==> config.mk <==
export PLATFORM = sky130hd
export DESIGN_NAME = instruction_fetch_unit
export DESIGN_NICKNAME = d
export VERILOG_FILES = /design/src/rtl/fetch_pkg.sv /design/src/rtl/fetch_next_pc.sv /design/src/rtl/instruction_fetch_unit.sv
export SDC_FILE = /design/constraint.sdc
export NUM_CORES = 1
export LEC_CHECK = 0
export CAP_MARGIN = 20
export CORE_ASPECT_RATIO = 2
export CORE_MARGIN = 2
export CORE_UTILIZATION = 45
export CTS_BUF_LIST = sky130_fd_sc_hd__clkbuf_8
export CTS_CLUSTER_DIAMETER = 50
export CTS_CLUSTER_SIZE = 40
export DETAILED_ROUTE_END_ITERATION = 12
export PLACE_DENSITY_LB_ADDON = 0.05
export SYNTH_ARGS = -nofsm -noshare
export SYNTH_HDL_FRONTEND = slang
export SYNTH_SLANG_ARGS = --single-unit
==> constraint.sdc <==
create_clock -name CLK -period 5.7 [get_ports CLK]
set_input_delay 1.14 -clock CLK [delete_from_list [all_inputs] [get_ports CLK]]
set_output_delay 1.14 -clock CLK [all_outputs]
set_load 0.05 [all_outputs]
==> src/rtl/fetch_pkg.sv <==
// Shared types and constants for the instruction fetch unit.
// S_FAULT exists only when FETCH_ALIGN_CHECK_EN is defined.
package fetch_pkg;

    typedef enum logic [2:0] {
        S_ADDR,
        S_WAIT,
        S_CAPT,
        S_HOLD
`ifdef FETCH_ALIGN_CHECK_EN
        ,
        S_FAULT
`endif
    } fetch_state_e;

    localparam int unsigned INSN_BYTES   = 4;
    localparam int unsigned MAX_MEM_WAIT = 15;
    localparam logic [31:0] NOP_WORD     = 32'h0;

endpackage

==> src/rtl/fetch_next_pc.sv <==
// Next-PC arithmetic: sequential PC+4, branch target and the taken select.
// With FETCH_ALIGN_CHECK_EN undefined, the low target bits are cleared.
module fetch_next_pc
    import fetch_pkg::*;
(
    input  logic [63:0] pc_i,
    input  logic [63:0] branch_pc_i,
    input  logic [63:0] imm_i,
    input  logic        branch_i,
    input  logic        uncond_i,
    input  logic        alu_zero_i,
    output logic [63:0] pc_plus4_o,
    output logic [63:0] target_o,
    output logic        taken_o
);

    logic [63:0] raw_target;

    assign pc_plus4_o = pc_i + 64'(INSN_BYTES);
    // imm is a word offset; the shift drops its top two bits by design
    assign raw_target = branch_pc_i + (imm_i << 2);

`ifdef FETCH_ALIGN_CHECK_EN
    assign target_o = raw_target;
`else
    assign target_o = raw_target & ~64'h3;
`endif

    assign taken_o = uncond_i | (branch_i & alu_zero_i);

endmodule

==> src/rtl/instruction_fetch_unit.sv <==
// Fetch stage: owns the PC, waits MEM_WAIT cycles for memory, presents the word
// with valid/ready and applies branch redirects. Option: FETCH_ALIGN_CHECK_EN.
module instruction_fetch_unit
    import fetch_pkg::*;
#(
    parameter logic [63:0] RESET_PC = 64'h0,
    parameter int          MEM_WAIT = 2
) (
    input  logic        CLK,
    input  logic        Reset,
    output logic [63:0] Address,
    input  logic [31:0] Data,
    output logic [31:0] Instruction,
    output logic [63:0] InstPC,
    output logic        InstValid,
    input  logic        InstReady,
    input  logic        Branch,
    input  logic        Uncondbranch,
    input  logic        ALUZero,
    input  logic [63:0] BranchPC,
    input  logic [63:0] SignExtImm64
`ifdef FETCH_ALIGN_CHECK_EN
    ,
    output logic        AlignFault
`endif
);

    localparam logic [3:0] WAIT_INIT =
        4'((MEM_WAIT > int'(MAX_MEM_WAIT)) ? int'(MAX_MEM_WAIT) : MEM_WAIT);

    fetch_state_e state_q, state_d;
    logic [63:0]  pc_q, pc_d;
    logic [3:0]   cnt_q, cnt_d;
    logic [31:0]  insn_q, insn_d;
    logic [63:0]  ipc_q, ipc_d;
    logic         valid_q, valid_d;
    logic         fault_q, fault_d;
    logic [63:0]  pc_plus4;
    logic [63:0]  target;
    logic         taken;

    fetch_next_pc u_next_pc (
        .pc_i        (pc_q),
        .branch_pc_i (BranchPC),
        .imm_i       (SignExtImm64),
        .branch_i    (Branch),
        .uncond_i    (Uncondbranch),
        .alu_zero_i  (ALUZero),
        .pc_plus4_o  (pc_plus4),
        .target_o    (target),
        .taken_o     (taken)
    );

    always_ff @(posedge CLK or posedge Reset) begin
        if (Reset) begin
            state_q <= S_ADDR;
            pc_q    <= RESET_PC;
            cnt_q   <= 4'd0;
            insn_q  <= NOP_WORD;
            ipc_q   <= 64'h0;
            valid_q <= 1'b0;
            fault_q <= 1'b0;
        end else begin
            state_q <= state_d;
            pc_q    <= pc_d;
            cnt_q   <= cnt_d;
            insn_q  <= insn_d;
            ipc_q   <= ipc_d;
            valid_q <= valid_d;
            fault_q <= fault_d;
        end
    end

    always_comb begin
        state_d = state_q;
        pc_d    = pc_q;
        cnt_d   = cnt_q;
        insn_d  = insn_q;
        ipc_d   = ipc_q;
        valid_d = valid_q;
        fault_d = fault_q;

        case (state_q)
            S_ADDR: begin
                if (WAIT_INIT == 4'd0) begin
                    state_d = S_CAPT;
                end else begin
                    cnt_d   = WAIT_INIT;
                    state_d = S_WAIT;
                end
            end
            S_WAIT: begin
                cnt_d = cnt_q - 4'd1;
                if (cnt_q <= 4'd1) state_d = S_CAPT;
            end
            S_CAPT: begin
                insn_d  = Data;
                ipc_d   = pc_q;
                valid_d = 1'b1;
                state_d = S_HOLD;
            end
            S_HOLD: begin
                if (InstReady) begin
                    valid_d = 1'b0;
                    pc_d    = pc_plus4;
                    state_d = S_ADDR;
                end
            end
            default: state_d = state_q;
        endcase

        // A taken redirect overrides everything above, including a handshake
`ifdef FETCH_ALIGN_CHECK_EN
        if (taken && state_q != S_FAULT) begin
            pc_d    = target;
            valid_d = 1'b0;
            state_d = S_ADDR;
            if (target[1:0] != 2'b00) begin
                fault_d = 1'b1;
                state_d = S_FAULT;
            end
        end
`else
        if (taken) begin
            pc_d    = target;
            valid_d = 1'b0;
            state_d = S_ADDR;
        end
`endif
    end

    assign Address     = pc_q;
    assign Instruction = insn_q;
    assign InstPC      = ipc_q;
    assign InstValid   = valid_q;
`ifdef FETCH_ALIGN_CHECK_EN
    assign AlignFault  = fault_q;
`else
    logic unused_fault;
    assign unused_fault = fault_q;
`endif

endmodule
==> impl_metrics.ini, run 1 <==
[yosys]
yosysWarnings = 0
yosysUniqueCellTypes = 87
synth_ff_type = dfrtp_1
synth_area_mm2 = 0.0112
ys_seq_elements = 163
synth_cells = 1166
postSynthAreaPerCell_um2 = 9.56
synth_async_sr_flop_share_pct = 100
ys_seq_area_share_pct = 36.6
synth_edf_count = 0

[sta]
slew_headroom_pct = 39.3
fin_ws_ns = 1.45
skew_ns = 0.0267
finalSetupViolCount = 0
finalSetupTns_ns = 0
layout_min_cycle_time_ns = 4.25
fmax_mhz = 235
rsz0062_at_grt = no
tightest_slew_ns = 0.908
hold_viol_final = 0
slew_violations = 0
post-route-period-util_pct = 74.5

[power]
p_int_w = 0.00348
p_total_w = 0.00677
p_clk_share_pct = 12.4
switching_power_w = 0.00329
swShare_pct = 48.6
p_seq_share_pct = 28.9
leakage_nw = 6.13
pwr-share-comb_pct = 58.7
power_density_mw_per_mm2 = 455
vdd_drop_max_mv = 0.285

[clock_network]
clk_pin_slew_ns = 0.09
cts_tree = yes
ctsHoldBuffers = 0
postCtsSetupBuffers = 0
htreeDepth = 4
root_buffer = clkbuf_8
cts_buffers = 17
cts_buffer_depth = 2
clkLatencyLatePin_ns = 0.50
cts_resized = 0
clock-sinks = 163

[placed_design]
place.detailed.instances = 1762
gp_congestion = 0.951
dp_hpwl_um = 26400
port_buffers = 318
pre_cts_slack_ns = 1.02

[floorplan]
start_util_pct = 45.7
core_mm2 = 0.0244
rows = 81
fp.dieArea_mm2 = 0.0261
die_x_um = 115
io_pins = 327
floorplan.die.height_um = 227

[cells_and_area]
fin_util_pct = 60.9
final_cells = 1796
final_cell_mix = 318 x clkdlybuf4s50_1, 163 x dfrtp_1, 97 x a21oi_1, 96 x mux2_2, 92 x nand2_1
final_common_cell = clkdlybuf4s50_1
syn_to_final_growth_pct = 33.4
layout-drive-gt1-share_pct = 12.1
nets = 1685
fillers = 2198

[status]
status = finished clean

[routing]
first_pass_iters = 5
post_drt_wl_per_cell_um = 18.7
vias = 9851
met2WireLength_um = 19000
dr_wl_met3_um = 1500
routed_wl_um = 33600
drt-vias-per-instance = 5.48
wl_met1_um = 11700
dr.first_iter.drc_count = 427
drc = 0
antenna_left = 0
top_layer = met4

[worst_setup_path]
arrival_ns = 4.61
slowest_delay_ns = 0.46
crit_path_cell_trace = clkdlybuf4s50_1 > ha_1 > fa_1 > a211oi_1 > o21ai_2 > nand4_1 > a31oi_1 > o21ai_1 > a41oi_1 > o21ai_1 > o21bai_1 > xnor2_1 > o21ai_1
cp_max_fo = 4
crit_slowest_cell = a211oi_1
required_ns = 6.06
critPathCaptureType = flop
cp-start-kind = input port
crit_type = in -> reg
crit_top_cell = o21ai_1

[worst_hold_path]
holdCritPathClass = reg -> reg

[global_routing]
grt_pass1_wl_um = 51400
grt_max_degree = 106
grt_pass1_vias = 9749
antenna_found_initial = 2
grtUsageTotal_pct = 25.6
grt_overflow = 0

[flow_run]
cap_violations = 0
[kinds of logic (layout without fill, tap and decap cells)]
group           Yosys count  count (layout)  share of synthesized area, %
flops                   163             163                          36.6
mux                      98              98                          9.87
fa+ha+maj                69              69                          7.81
buf+inv                  90             383                          4.23
compound gates          296             296                          17.3
other cells               1               6                        0.0336
xor+xnor                114             114                          8.95
simple gates            335             335                          15.2
[layout make-up]
class,instances,area [um2],share of cell area [%]
Multi-Input combinational cell,916,6630,44.6
Sequential cell,163,4080,27.4
Timing Repair Buffer,325,3270,22.0
Tap cell,332,415,2.79
Clock buffer,18,248,1.67
Clock inverter,13,123,0.824
Inverter,27,106,0.715
Antenna cell,2,5.00,0.0336
[per-layer routing]
| layer | global-route usage [%] | vias up |
|---|---|---|
| met2 | 49.1 | 300 |
| met1 | 26.4 | 4714 |
| met5 | 0 | - |
| met3 | 3.64 | 74 |
| met4 | 12.4 | 0 |
| li1 | - | 4763 |
[Yosys cell counts, drive strengths merged (4+ instances only)]
cell	number	area share (%)
mux2	96	9.7
a21oi	102	4.8
xnor2	63	4.9
nand2	94	3.2
a211oi	9	0.61
nor4	10	0.94
ha	68	7.6
buf	33	2.2
or3	4	0.22
xor2	51	4.0
nor2b	5	0.30
o21ai	70	3.3
dfrtp	163	37
inv	27	0.91
nand4	32	2.0
nor2	92	3.2
nor3	16	0.76
nand3	39	1.8
o211ai	7	0.68
and4	6	0.49
a21boi	4	0.27
a31oi	14	0.98
nand2b	4	0.22
o21a	8	0.54
and3	18	1.0
a21o	35	2.4
clkbuf	29	0.98
o21bai	16	1.1
[final timing paths]
kind | from | end | slack [ns] | cells past startpoint
min in group asynchronous | Reset | Instruction[13] | 0.95 | 2
worst max-delay path | BranchPC[2] | Address[56] | 1.45 | 13
worst min-delay path | InstPC[52] | InstPC[52] | 0.51 | 1
worst max register to register | state_q[1] | Address[36] | 2.41 | 11
max in group asynchronous | Reset | InstPC[52] | 3.72 | 4
worst min register to register | InstPC[52] | InstPC[52] | 0.51 | 1
[sequential cells by signal, summed over array words and instances, names as in the netlist]
| name | flops |
|---|---|
| Address | 62 |
| InstPC | 62 |
| InstValid | 1 |
| state_q | 2 |
| Instruction | 32 |
| cnt_q | 4 |
[power groups by stage]
stage                     combinational [W]  sequential [W]  clock [W]
final                               0.00398         0.00195   0.000841
after global routing                0.00417         0.00201   0.000903
after CTS                           0.00400         0.00196   0.000866
after detailed placement            0.00399         0.00198          0
after global placement              0.00396         0.00196          0
after floorplan                     0.00118         0.00344          0
[stage by stage]
step,hold WS [ns],area (um2)
global route,0.520,14900
floorplan,0.473,11200
CTS,0.513,14800
detailed placement,0.494,14500
finish,0.510,14900
global placement,0.488,14500
[critical path, delay by kind of cell]
kind	cells	cell delay [ns]
adder cells (fa/ha/maj)	2	0.71
XOR/XNOR	1	0.29
buffers and inverters	1	0.41
AO/OA/AOI/OAI	8	1.94
AND/OR/NAND/NOR	1	0.13
Power figures use the tool's default switching activity.
==> inputs of run 2 (changes only) <==
Settings changed: CORE_UTILIZATION 45 to 50.
Clock period 5.7 ns to 4.4 ns, I/O delays scaled along.
==> run 2 against run 1 <==
  * Count of clock-buffer cells in the layout down 1
  * Power grew 32%
  * Critical endpoint is now Address[48]
  * Global-route usage is 3.4 points higher
  * Register-to-register slack got worse by 1.0 ns
  * Via count up 2.5%
  * Cell count shrank 1.7%
==> impl_metrics.ini, run 2 (synthesis gave the netlist of run 1 again) <==
[routing]
post_drt_wl_per_cell_um = 19.2
dr.first_iter.drc_count = 493
routed_wl_um = 33900
first_pass_iters = 7
drc = 0
drt-vias-per-instance = 5.72
antenna_left = 0
vias = 10100

[flow_run]
cap_violations = 0

[worst_setup_path]
crit_type = in -> reg
critPathCaptureType = flop
slowest_delay_ns = 0.44
arrival_ns = 4.27
required_ns = 4.82
crit_path_cell_trace = clkdlybuf4s50_1 > ha_1 > fa_1 > a211oi_1 > buf_4 > o21ai_2 > nand4_1 > a31oi_1 > buf_4 > o21ai_1 > a41oi_1 > a41o_1 > a21o_1 > a41o_1 > nor3_1
crit_slowest_cell = fa_1
cp-start-kind = input port
r2r_slack_ns = 1.37
cp_max_fo = 3

[global_routing]
grt_overflow = 0
grt_pass1_vias = 10200
grt_pass1_wl_um = 52400
grt_max_degree = 68
grtUsageTotal_pct = 29.1
antenna_found_initial = 0

[placed_design]
place.detailed.instances = 1733
dp_hpwl_um = 26900
gp_congestion = 0.964
port_buffers = 318

[floorplan]
die_x_um = 110
core_mm2 = 0.0220
fp.dieArea_mm2 = 0.0236
floorplan.die.height_um = 215
rows = 77
io_pins = 327
start_util_pct = 50.8

[clock_network]
clock-sinks = 163
root_buffer = clkbuf_8
postCtsSetupBuffers = 0
cts_buffers = 17
cts_resized = 0
ctsHoldBuffers = 0
clkLatencyLatePin_ns = 0.51
clk_pin_slew_ns = 0.09
cts_tree = yes
htreeDepth = 4
cts_buffer_depth = 2

[sta]
slew_headroom_pct = 46.6
layout_min_cycle_time_ns = 3.86
hold_viol_final = 0
skew_ns = 0.0191
post-route-period-util_pct = 87.7
slew_violations = 0
tightest_slew_ns = 0.801
fmax_mhz = 259
finalSetupViolCount = 0
rsz0062_at_grt = no
finalSetupTns_ns = 0

[cells_and_area]
final_cell_mix = 318 x clkdlybuf4s50_1, 163 x dfrtp_1, 97 x a21oi_1, 96 x mux2_2, 92 x nand2_1
fillers = 1844
final_common_cell = clkdlybuf4s50_1
syn_to_final_growth_pct = 34.7
final_cells = 1765
nets = 1711
fin_util_pct = 68.4
layout-drive-gt1-share_pct = 13.7
diodes = 0

[status]
status = finished clean

[worst_hold_path]
holdCritPathClass = reg -> reg

[power]
p_total_w = 0.00892
power_density_mw_per_mm2 = 594
vdd_drop_max_mv = 0.443
leakage_nw = 6.27
## run 2: changes by cell type in the layout (fill, tap and decap cells not counted)
cell	change
clkbuf_8	-1
clkinv_4	-1
inv_8	+2
buf_16	-1
bufinv_16	+1
diode_2	-2
buf_4	+26
buf_12	+1
## run 2: final timing paths
path                            startpoint         endpoint  cells after the start
max                            BranchPC[2]      Address[48]                     15
min                        Instruction[23]  Instruction[23]                      1
max reg2reg                     Address[4]      Address[59]                      8
min reg2reg                Instruction[23]  Instruction[23]                      1
max in group asynchronous            Reset  Instruction[14]                      3
min in group asynchronous            Reset   Instruction[9]                      2
## run 2: per-layer routing
metal | part of all wire (%) | routed length (um) | global-route usage (%)
met2 | 56 | 18800 | 54.6
met5 | 0 | 0 | 0
met1 | 34 | 11600 | 28.9
met4 | 5.1 | 1730 | 15.9
met3 | 5.1 | 1740 | 5.03
## run 2: worst max-delay path: cells and delay by family
family,cells,cell delay [ns]
compound gates,8,1.68
buf+inv,3,0.76
fa+ha+maj,2,0.70
simple gates,2,0.26
## run 2: power by group
part           switching, W  internal, W
sequential         0.000463      0.00208
combinational       0.00322      0.00198
clock              0.000645     0.000521
## run 2: area by class of cell
cell class	count	area, um2	share of cell area (%)
clock inverter	15	168	1.12
tap	276	345	2.30
inverter	27	105	0.700
multi-input combinational	916	6630	44.2
clock buffer	17	234	1.56
timing repair buffer	351	3460	23.0
sequential	163	4080	27.2
## run 2: per-stage QoR
step / worst slack [ns] / hold slack [ns] / instance area [um2]
global route: 0.351 / 0.524 / 15000
detailed placement: 0.118 / 0.494 / 14600
CTS: 0.612 / 0.514 / 15000
finish: 0.541 / 0.512 / 15000
global placement: 0.166 / 0.488 / 14600
floorplan: 0.961 / 0.473 / 11200
==> RTL change 1: new RTL, flow settings as in run 1 <==
The 4 states of `fetch_state_e` get a one-hot encoding in 4 bits.
--- a/src/rtl/fetch_pkg.sv
+++ b/src/rtl/fetch_pkg.sv
@@ -2,11 +2,11 @@
 // S_FAULT exists only when FETCH_ALIGN_CHECK_EN is defined.
 package fetch_pkg;
 
-    typedef enum logic [2:0] {
-        S_ADDR,
-        S_WAIT,
-        S_CAPT,
-        S_HOLD
+    typedef enum logic [3:0] {
+        S_ADDR = 4'b0001,
+        S_WAIT = 4'b0010,
+        S_CAPT = 4'b0100,
+        S_HOLD = 4'b1000
 `ifdef FETCH_ALIGN_CHECK_EN
         ,
         S_FAULT
Behaviour: same outputs for any inputs over 4 cycles, from zero or initial values and one cycle with Reset high; so few cycles prove little.
==> RTL change 1 against run 1 <==
Area after synthesis down 2.8%; cell area is 1.4% lower; sequential cell count increased by 2; clock power grew 8.9%; count of clock-buffer cells in the layout grew 1; routed wire length increased by 0.19%; sequential power is 13% lower; combinational power decreased by 35%; maximum frequency is 1.6% lower; setup slack worse by 0.071 ns; power is 23% lower; largest cell class unchanged; largest power group unchanged; highest routed layer unchanged.
==> RTL change 1: results <==
[drt]
drt_iter0_markers = 434
routed_wire_length_per_instance_um = 19.3
via_count = 9824

[synthesis]
seq_area_frac_synth_pct = 38.1
ranking_of_synthesized_cells_by_area = "sky130_fd_sc_hd__dfrtp_1, sky130_fd_sc_hd__mux2_2, sky130_fd_sc_hd__ha_1"
yosys-top-cells-count = "sky130_fd_sc_hd__dfrtp_1, sky130_fd_sc_hd__nand2_1, sky130_fd_sc_hd__a21oi_1"
synthesis.yosys.warnings = 0
post_synthesis_async_set_or_reset_flop_share_pct = 100
netlist-cell-type-count = 65

[worst_setup_path]
crit_arrival_ns = 4.72
slowest_delay_ns = 0.67
critical_path.max_fanout = 5
critical_path.slowest_cell = "sky130_fd_sc_hd__o41ai_2"

[sta]
max_slew.worst_pin.slew_ns = 0.811
finClkSkew_ns = 0.0129

[finish]
finalNetCount = 1676
drive_above_1_share_pct = 10.6
layout.filler_cells = 2132

[cts]
path_clk_slew_ns = 0.10
cts-resized-gates = 0
cts.path.max_buffers = 2
tritoncts.num_buffers = 17

[placed_design]
detailed_place.area_mm2 = 0.0142
finalWeightedCongestion = 0.995
place.detailed.hpwl_mm = 26.4
post-place-ws_ns = 0.835

[grt]
initial_antenna_violation_count = 0
grt_pass1_vias = 10100
largest_net_degree_at_the_start_of_global_routing = 95
global_route_wire_length_before_repair_mm = 52.1
grt.total_usage_pct = 26.6

[power_and_ir_drop]
irDropWorstVdd_uv = 206
total_leakage_power_nw = 6.28

[status]
outcome = "complete, no violations"
[RTL change 1: changes by cell type in the layout (fill, tap and decap cells not counted), sizes merged, moves of 5 or more]
cell / delta
xnor2: +10
and2: +5
nand2: +18
inv: +5
nor2: -16
[RTL change 1: area by class of cell]
type | count | area (um2) | share of cell area (%)
diodes | 1 | 2.50 | 0.0171
clock buffers | 19 | 262 | 1.78
clock inverters | 13 | 154 | 1.05
inverters | 30 | 118 | 0.802
multi-input cells | 904 | 6370 | 43.4
flip-flops and latches | 165 | 4130 | 28.1
well taps | 287 | 359 | 2.45
repair buffers | 327 | 3280 | 22.3
[RTL change 1: final timing paths]
kind / startpoint / to / slack, ns / cells past startpoint
setup / recovery: BranchPC[3] / Address[63] / 1.38 / 14
hold / removal: Instruction[8] / Instruction[8] / 0.51 / 1
setup reg to reg: state_q[1] / Address[62] / 2.53 / 8
hold reg to reg: Instruction[8] / Instruction[8] / 0.51 / 1
max in group asynchronous: Reset / InstPC[29] / 3.61 / 3
min in group asynchronous: Reset / Instruction[24] / 1.09 / 2
[RTL change 1: logic make-up (layout without fill, tap and decap cells)]
group	after synthesis	count (layout)	synth area share, %
muxes	96	96	9.95
and+or+nand+nor	334	334	14.7
AOI/OAI and AO/OA	285	285	16.6
xor gates and xnor gates	120	120	9.70
buffers and inverters	90	389	3.31
adders and majority gates	65	65	7.58
DFF	165	165	38.1
other	1	5	0.0346
[RTL change 1: power breakdown]
| part | total (W) | internal (W) | switching [W] |
|---|---|---|---|
| combinational | 0.00259 | 0.000962 | 0.00162 |
| clock | 0.000916 | 0.000392 | 0.000524 |
| sequential | 0.00170 | 0.00144 | 0.000260 |
| total | 0.00521 | 0.00280 | 0.00241 |
[RTL change 1: per-layer routing]
layer  routed length (um)  global-route usage, %
met1                11800                   25.7
met3                 1430                   4.29
met5                    0                      0
met4                 1450                   13.6
met2                19000                   52.4
[RTL change 1: critical path: cells and delay by family]
kind            cells  cell delay [ns]
compound gates      7             1.95
buf+inv             3             0.80
simple gates        2             0.34
xor+xnor            1             0.16
fa+ha+maj           1             0.30
[RTL change 1: stage by stage]
stage,cells,total power [W],util [%],hold slack [ns]
3_3_place_gp,1712,0.00429,60.0,0.487
3_5_place_dp,1712,0.00432,60.0,0.494
6_report,1746,0.00521,61.9,0.512
4_1_cts,1744,0.00524,61.8,0.516
5_1_grt,1745,0.00544,61.8,0.517
2_1_floorplan,1159,0.00335,-,0.490
==> RTL change 2: new RTL, config.mk and constraints of run 1 <==
Made on the original files. Build with the macro `FETCH_ALIGN_CHECK_EN` defined.
--- a/src/rtl/fetch_pkg.sv
+++ b/src/rtl/fetch_pkg.sv
@@ -1,5 +1,7 @@
 // Shared types and constants for the instruction fetch unit.
 // S_FAULT exists only when FETCH_ALIGN_CHECK_EN is defined.
+`define FETCH_ALIGN_CHECK_EN
+
 package fetch_pkg;
 
     typedef enum logic [2:0] {
Formal check against the unedited RTL (old outputs only; new: AlignFault): not equivalent (Yosys sat finds a counterexample within 4 cycles, from zero or initial values and one cycle with Reset high).
==> RTL change 2 against run 1 <==
Power down 28%; die area decreased by 2.4%; non-clock buffer count increased by 5; area after synthesis shrank 2.4%; largest cell class unchanged; setup slack lost 0.070 ns; maximum frequency decreased by 1.6%; critical endpoint is now Address[40]; sequential cell count rose by 6; routed wire length decreased by 3.6%; cell area down 1.1%.
==> RTL change 2: results <==
[status]
outcome = "complete, no violations"

[worst_setup_path]
critical_path.slowest_cell = "sky130_fd_sc_hd__a31oi_1"
critical_path.max_fanout = 4
crit_arrival_ns = 4.70

[die]
num_tap_cells = 287

[synthesis]
muxShareOfSynthArea_pct = 10.0
synthesis.instances = 1161
post_synth_fa_ha_maj_area_fraction_pct = 7.54
synth-xor-area-share_pct = 9.18
yosys-top-cells-count = "sky130_fd_sc_hd__dfrtp_1, sky130_fd_sc_hd__nand2_1, sky130_fd_sc_hd__mux2_2, sky130_fd_sc_hd__o21ai_0, sky130_fd_sc_hd__a21oi_1"
synth-compound-area-share_pct = 16.3
ranking_of_synthesized_cells_by_area = "sky130_fd_sc_hd__dfrtp_1, sky130_fd_sc_hd__mux2_2, sky130_fd_sc_hd__ha_1"
netlist-cell-type-count = 62
seq_area_frac_synth_pct = 38.9
yosys_reg_bits = 169

[finish]
signal_buffers = 330
buffer_area_share_pct = 22.4
drive_above_1_share_pct = 10.5
layout.filler_cells = 2091
area_fraction_of_clock_buffers_and_clock_inverters_pct = 2.60
ff_latch_area_mm2 = 0.00423
multi_input_gate_share_of_total_cell_area_pct = 43.0
nMultiInputCombCells = 905
antennaDiodeCount = 1
nonClockInverterCount = 28
final.clkbuf_count = 17

[sta]
max_slew.worst_pin.slew_ns = 0.994
finClkSkew_ns = 0.0123

[grt]
largest_net_degree_at_the_start_of_global_routing = 170
global_route_wire_length_before_repair_mm = 50.9
grt.total_usage_pct = 25.5
grt_pass1_vias = 10100

[drt]
met3_length_mm = 1.55
drt_iter0_markers = 375
wl_mm = 32.4
detailroute.wirelength.met2_mm = 18.0
detail_route.first_pass.iterations = 4
route.detailed.vias_per_inst = 5.59
via_count = 9788

[placed_design]
place.detailed.hpwl_mm = 25.2
finalWeightedCongestion = 0.909
io_buffer_count = 325
dp.cells = 1719
post-place-ws_ns = 0.865

[power_and_ir_drop]
irDropWorstVdd_uv = 294
total_leakage_power_nw = 6.42
cellPowerDensity_mw_per_mm2 = 333
RTL change 2: worst paths after layout:
| kind | from | to | slack, ns | cells after the start |
|---|---|---|---|---|
| max in group asynchronous | Reset | Address[45] | 3.70 | 3 |
| max reg2reg | state_q[2] | Address[63] | 2.45 | 10 |
| min reg2reg | AlignFault | AlignFault | 0.48 | 1 |
| max | BranchPC[2] | Address[40] | 1.38 | 13 |
| min in group asynchronous | Reset | Instruction[19] | 1.21 | 3 |
| min | AlignFault | AlignFault | 0.48 | 1 |
RTL change 2: layer usage:
metal,vias up,GRT usage (%)
li1,4722,-
met1,4729,26.1
met2,277,49.5
met3,60,4.79
met4,0,10.1
met5,-,0
RTL change 2: power breakdown:
part           switching [W]  leakage (nW)  internal, W
registers           0.000402          2.24      0.00142
logic                0.00138          3.98     0.000841
clock network       0.000534         0.196     0.000327
